## config.mk

```make
export PLATFORM = sky130hd
export DESIGN_NAME = serial_tx
export DESIGN_NICKNAME = d
export VERILOG_FILES = /design/src/rtl/serial_tx.sv
export SDC_FILE = /design/constraint.sdc
export NUM_CORES = 1
export LEC_CHECK = 0
export ABC_AREA = 1
export BUFFER_PORTS_ARGS = -buffer_cell sky130_fd_sc_hd__buf_2
export CAP_MARGIN = 0
export CORE_MARGIN = 2
export CORE_UTILIZATION = 57
export DETAILED_ROUTE_END_ITERATION = 16
export PLACE_DENSITY = 0.8
export SYNTH_ARGS = -nofsm -noshare
export SYNTH_HDL_FRONTEND = slang
export SYNTH_SLANG_ARGS = --single-unit
```

## constraint.sdc

```tcl
create_clock -name clk_i -period 1.9 [get_ports clk_i]
set_input_delay 0.095 -clock clk_i [delete_from_list [all_inputs] [get_ports clk_i]]
set_output_delay 0.095 -clock clk_i [all_outputs]
set_load 0.05 [all_outputs]
```

## src/rtl/serial_tx.sv

```systemverilog
// Frame transmitter: start bit, DATA_W bits LSB first, stop bit, each CLKS_PER_BIT cycles.
// Line falls one cycle after the handshake; ready_o only in IDLE, valid_i ignored while busy.
module serial_tx #(
   parameter int DATA_W       = 8,
   parameter int CLKS_PER_BIT = 4
) (
   input  logic              clk_i,
   input  logic              rst_i,
   input  logic [DATA_W-1:0] data_i,
   input  logic              valid_i,
   output logic              ready_o,
   output logic              tx_o,
   output logic              busy_o,
   output logic              done_o
);

   localparam int BW = $clog2(CLKS_PER_BIT + 1);
   localparam int IW = $clog2(DATA_W + 1);
   localparam logic [BW-1:0] BAUD_LAST = BW'(CLKS_PER_BIT - 1);
   localparam logic [IW-1:0] BIT_LAST  = IW'(DATA_W - 1);

   typedef enum logic [1:0] {IDLE, START, DATA, STOP} state_t;

   state_t            state, state_nx;
   logic [BW-1:0]     baud, baud_nx;
   logic [IW-1:0]     bit_idx, bit_nx;
   logic [DATA_W-1:0] shreg, shreg_nx;
   logic              tx_nx;
   logic              done_nx;
   logic              baud_end;

   assign baud_end = (baud == BAUD_LAST);

   always_comb begin
      state_nx = state;
      baud_nx  = baud;
      bit_nx   = bit_idx;
      shreg_nx = shreg;
      case (state)
         IDLE: begin
            if (valid_i && ready_o) begin
               shreg_nx = data_i;
               baud_nx  = '0;
               bit_nx   = '0;
               state_nx = START;
            end
         end
         START: begin
            if (baud_end) begin
               baud_nx  = '0;
               state_nx = DATA;
            end else begin
               baud_nx = baud + BW'(1);
            end
         end
         DATA: begin
            if (baud_end) begin
               baud_nx  = '0;
               shreg_nx = shreg >> 1;
               bit_nx   = bit_idx + IW'(1);
               if (bit_idx == BIT_LAST) begin
                  state_nx = STOP;
               end
            end else begin
               baud_nx = baud + BW'(1);
            end
         end
         STOP: begin
            if (baud_end) begin
               baud_nx  = '0;
               state_nx = IDLE;
            end else begin
               baud_nx = baud + BW'(1);
            end
         end
         default: state_nx = IDLE;
      endcase

      // Outputs are computed from the next state so they can be registered without lag.
      case (state_nx)
         START:   tx_nx = 1'b0;
         DATA:    tx_nx = shreg_nx[0];
         default: tx_nx = 1'b1;
      endcase
      done_nx = (state_nx == STOP) && (baud_nx == BAUD_LAST);
   end

   always_ff @(posedge clk_i) begin
      if (rst_i) begin
         state   <= IDLE;
         baud    <= '0;
         bit_idx <= '0;
         shreg   <= '0;
         tx_o    <= 1'b1;
         ready_o <= 1'b1;
         busy_o  <= 1'b0;
         done_o  <= 1'b0;
      end else begin
         state   <= state_nx;
         baud    <= baud_nx;
         bit_idx <= bit_nx;
         shreg   <= shreg_nx;
         tx_o    <= tx_nx;
         ready_o <= (state_nx == IDLE);
         busy_o  <= (state_nx != IDLE);
         done_o  <= done_nx;
      end
   end

endmodule

```

## Word-level counts from Yosys, hierarchy flattened

Cells that the tools add are included.

| storage, ports and cells | value |
|---|---|
| bits in registers | 21 |
| input bits | 11 |
| output and inout bits | 4 |
| word-level logic and storage cells | 46 |

| operators by class | value |
|---|---|
| add/subtract/negate cells | 2 |
| equal/unequal tests | 11 |
| mux-type cells | 16 |
| reductions and logical operators | 8 |

Operators with widths:

| kind | count |
|---|---|
| $mux W8 | 2 |
| $pmux W8 S2 | 1 |
| $mux W2 | 5 |
| $eq A2 B2 Y1 const B | 4 |
| $mux W4 | 2 |
| $pmux W2 S4 | 1 |
| $pmux W4 S2 | 1 |
| $eq A3 B2 Y1 const B | 2 |
| $mux W3 | 2 |
| $pmux W3 S2 | 1 |
| $add A4 B1 Y4 const B | 1 |
| $eq A2 B1 Y1 const B | 2 |
| $eq A4 B3 Y1 const B | 1 |
| $logic_not A2 Y1 | 2 |
| $ne A2 B2 Y1 const B | 2 |
| $reduce_bool A2 Y1 | 2 |
| $add A3 B1 Y3 const B | 1 |
| $reduce_and A3 Y1 | 1 |
| $reduce_or A3 Y1 | 1 |
| $logic_and A1 B1 Y1 | 2 |
| $pmux W1 S2 | 1 |

## Longest topological paths before layout

| depth | value |
|---|---|
| depth in word-level cells | 6 |
| mapped depth | 10 |
| mapped depth without buffers | 10 |

## Worst setup path after synthesis

OpenSTA, ideal clock, no wires.

| path | value |
|---|---|
| path kind | reg-to-reg |
| from | reg ready_o |
| to | reg ready_o |
| library setup time | 0.115 ns |
| arrival | 1.369 ns |
| data required time | 1.785 ns |
| setup slack | 0.416 ns |
| stages on the path, launching flop included | 10 |
| buffers on the path | 0 |
| clock period less this slack | 1.484 ns |
| cells stage by stage | dfxtp_1 -> nand2_1 -> inv_1 -> nand2_4 -> nand2_1 -> inv_2 -> nand2_4 -> inv_2 -> nor2_4 -> nor2_4 |

| on the way | value |
|---|---|
| word-level cells in the longest chain between the ends | 4 |

Ends and longest elaborated chain:

| item | RTL line | text |
|---|---|---|
| from (decl) | 11 | `output logic ready_o,` |
| from (signal assigned) | 104 | `ready_o <= (state_nx == IDLE);` |
| $logic_and A1 B1 Y1 | 41 | `if (valid_i && ready_o) begin` |
| $mux W2 | 41 |  |
| $pmux W2 S4 | 39 | `case (state)` |
| $logic_not A2 Y1 | 104 |  |

No other way between the ends.
A chain may end at the register's enable or synchronous reset.

## Final worst setup path

| path | value |
|---|---|
| from | reg baud[0] |
| to | reg bit_idx[2] |

| on the way | value |
|---|---|
| word-level cells in the longest chain between the ends | 3 |

Ends and longest elaborated chain:

| item | RTL line | text |
|---|---|---|
| from (decl) | 25 | `logic [BW-1:0] baud, baud_nx;` |
| from (signal assigned) | 100 | `baud <= baud_nx;` |
| $eq A3 B2 Y1 | 32 | `assign baud_end = (baud == BAUD_LAST);` |
| $ne A2 B2 Y1 (no line) | n/a |  |
| $reduce_and A3 Y1 (no line) | n/a |  |
| to (signal assigned) | 101 | `bit_idx <= bit_nx;` |
| to (decl) | 26 | `logic [IW-1:0] bit_idx, bit_nx;` |

No other way between the ends.

==> flow_summary.toml <==
[global_routing]
grt_max_degree = 14
grt_pass1_wl_um = 3180
grt.overflow.total = 0
grt_antenna_before_repair = 0
grt_pass1_vias = 799
grt_usage_pct = 20.68

[cells_and_area]
layout-drive-gt1-share_pct = 22.73
nets = 168
layout_common_cells = "nand2_1, dfxtp_1, inv_1, buf_2, nand3_1"
mostFrequentLayoutCell = "nand2_1"
fin_cells = 171
area_growth_pct = 11.29
antennaDiodeCount = 0
fillerInstances = 156

[sta]
fin_crit_ps = 1395
worst_pin_slew_ps = 268.7
max_freq_mhz = 716.6
setup_viol_count_final = 0
rsz0062_at_grt = "no"
min_period_over_period_pct = 73.45
finalHoldViolCount = 0
clock_skew_ps = 3.399
fin_tns_setup_ps = 0
slew-limit-headroom_pct = 82.08
whs_ps = 40.35
final_max_slew_viol_count = 0

[setup_path]
critPathArrivalTime_ps = 1600
endpoint_kind = "flop"
worst_ep_required_time_ps = 2100
r2r_cells = 8
critical_path_class = "reg -> reg"
cp_max_fo = 6
crit_path_start_kind = "flop"

[cts]
clock_latency_ps = 300
cts_root_buf = "clkbuf_4"
cts_buffers = 3
cts_resized = 0
cts_tree = "done"
clockBufferDepth = 2
ctsHoldBuffers = 0
htree_num_levels = 1
numClockSinks = 21
clkSlewWorstSetupHoldPaths_ps = 110
post-cts-setup-buffer-count = 0

[yosys]
muxShareOfSynthArea_pct = 0
syn_area_um2 = 1008
syn_nets = 150
synthXorXnorAreaFrac_pct = 0.8685
syn_avg_cell_area_um2 = 7.361
syn_inst = 137
synth-seq-cells = 21
synth_seq_area_share_pct = 41.69
synthAdderAreaFrac_pct = 2.481
ys_warn_count = 0
synth_compound_area_share_pct = 7.196
synth_top_family_by_area = "simple AND/OR/NAND/NOR gates"
synth-simple-area-share_pct = 39.95
yosysUniqueCellTypes = 20

[outcome]
status = "finished clean"

[min_path]
hold_path_depth = 3
hp-class = "in -> reg"

[routing]
drcViolationCount = 0
ant_nets = 0
drtIter0Drc = 22
dr.pass1.iters = 4
wl_per_cell_um = 10.83
vias = 875
vias_per_cell = 5.117
routed_wl_um = 1852

[power]
irDropWorstVdd_v = 0.0004894
p_per_area_nw_per_um2 = 760.3
power_leakage_nw = 0.5399
power_uw = 853.3

[floorplan]
die_y_um = 46.06
ioPinCount = 15
fp.dieW_um = 46.06
die_area_um2 = 2122
initial_core_util_pct = 59.70
core-area_um2 = 1689
fp-row-count = 15

[placement]
dp_cells = 167
gp_congestion = 0.8288
dp_hpwl_um = 1444
portBuffers = 14

[run]
maxCapViolCount = 0
==> final timing paths <==
path | start | to | slack, ps
worst max register to register | baud[0] | bit_idx[2] | 500
worst min-delay path | data_i[7] | shreg[7] | 40
worst max-delay path | baud[0] | bit_idx[2] | 500
worst min register to register | shreg[6] | shreg[6] | 490
==> worst max-delay path, cell delays in order, from the launching register on <==
cell	delay, ps
dfxtp_1	370
ha_1	290
inv_1	70
nor2_1	120
nand2_1	100
nand2_4	100
nand2_2	60
xor2_1	140
nor2_1	50
==> report_power, final <==
part	total, mW	switching, mW	internal (mW)
Combinational	0.163	0.112	0.0506
Clock	0.209	0.127	0.0818
Sequential	0.482	0.0159	0.466
Total	0.853	0.255	0.598
==> flip-flops by register name, summed over array words and instances (netlist names) <==
register	flops
state	2
ready_o	1
done_o	1
bit_idx	4
tx_o	1
busy_o	1
shreg	8
baud	3
==> cell usage after synthesis (all sizes together) <==
master  instances  area share (%)
nand2          50              23
dfxtp          21              42
inv            20             7.4
nor2           15             9.9
nand3          11             5.5
a21oi           6             3.0
a31oi           6             3.7
ha              2             2.5
and3            1            0.62
clkbuf          1            0.37
nand4           1            0.62
nor3            1            0.50
o21ai           1            0.50
xor2            1            0.87
==> cells by family (layout without fill, tap and decap cells) <==
| kind of cell | after synthesis | after routing |
|---|---|---|
| adder cells (fa/ha/maj) | 2 | 2 |
| AND/OR/NAND/NOR | 79 | 79 |
| buffers and inverters | 21 | 38 |
| flip-flops | 21 | 21 |
| XOR/XNOR | 1 | 1 |
| AO/OA/AOI/OAI | 13 | 13 |
==> per-stage QoR <==
step / setup WS (ps) / utilization [%] / area, um^2
6_report: 504.5 / 66.44 / 1122
5_1_grt: 375.9 / 66.44 / 1122
4_1_cts: 508.5 / 66.44 / 1122
3_5_place_dp: 518.8 / 64.89 / 1096
3_3_place_gp: 557.9 / 64.89 / 1096
2_1_floorplan: 415.9 / - / 1008
==> final cells by class <==
cell class              instances  area (um^2)  area share (%)
clock buffers                   4        26.28           2.341
inverters                      20        75.07           6.689
multi-input cells              95        509.2           45.37
flip-flops and latches         21        420.4           37.46
well taps                      17        21.27           1.895
repair buffers                 14        70.07           6.243
==> layer usage <==
layer	part of all wire [%]	global-route usage (%)	up-vias
met2	49	36.94	15
met5	0	0	-
met3	2.6	3.529	4
met1	47	24.70	393
met4	1.2	6.857	0
li1	-	-	463
Note: power is estimated with default switching activity, not from simulation.
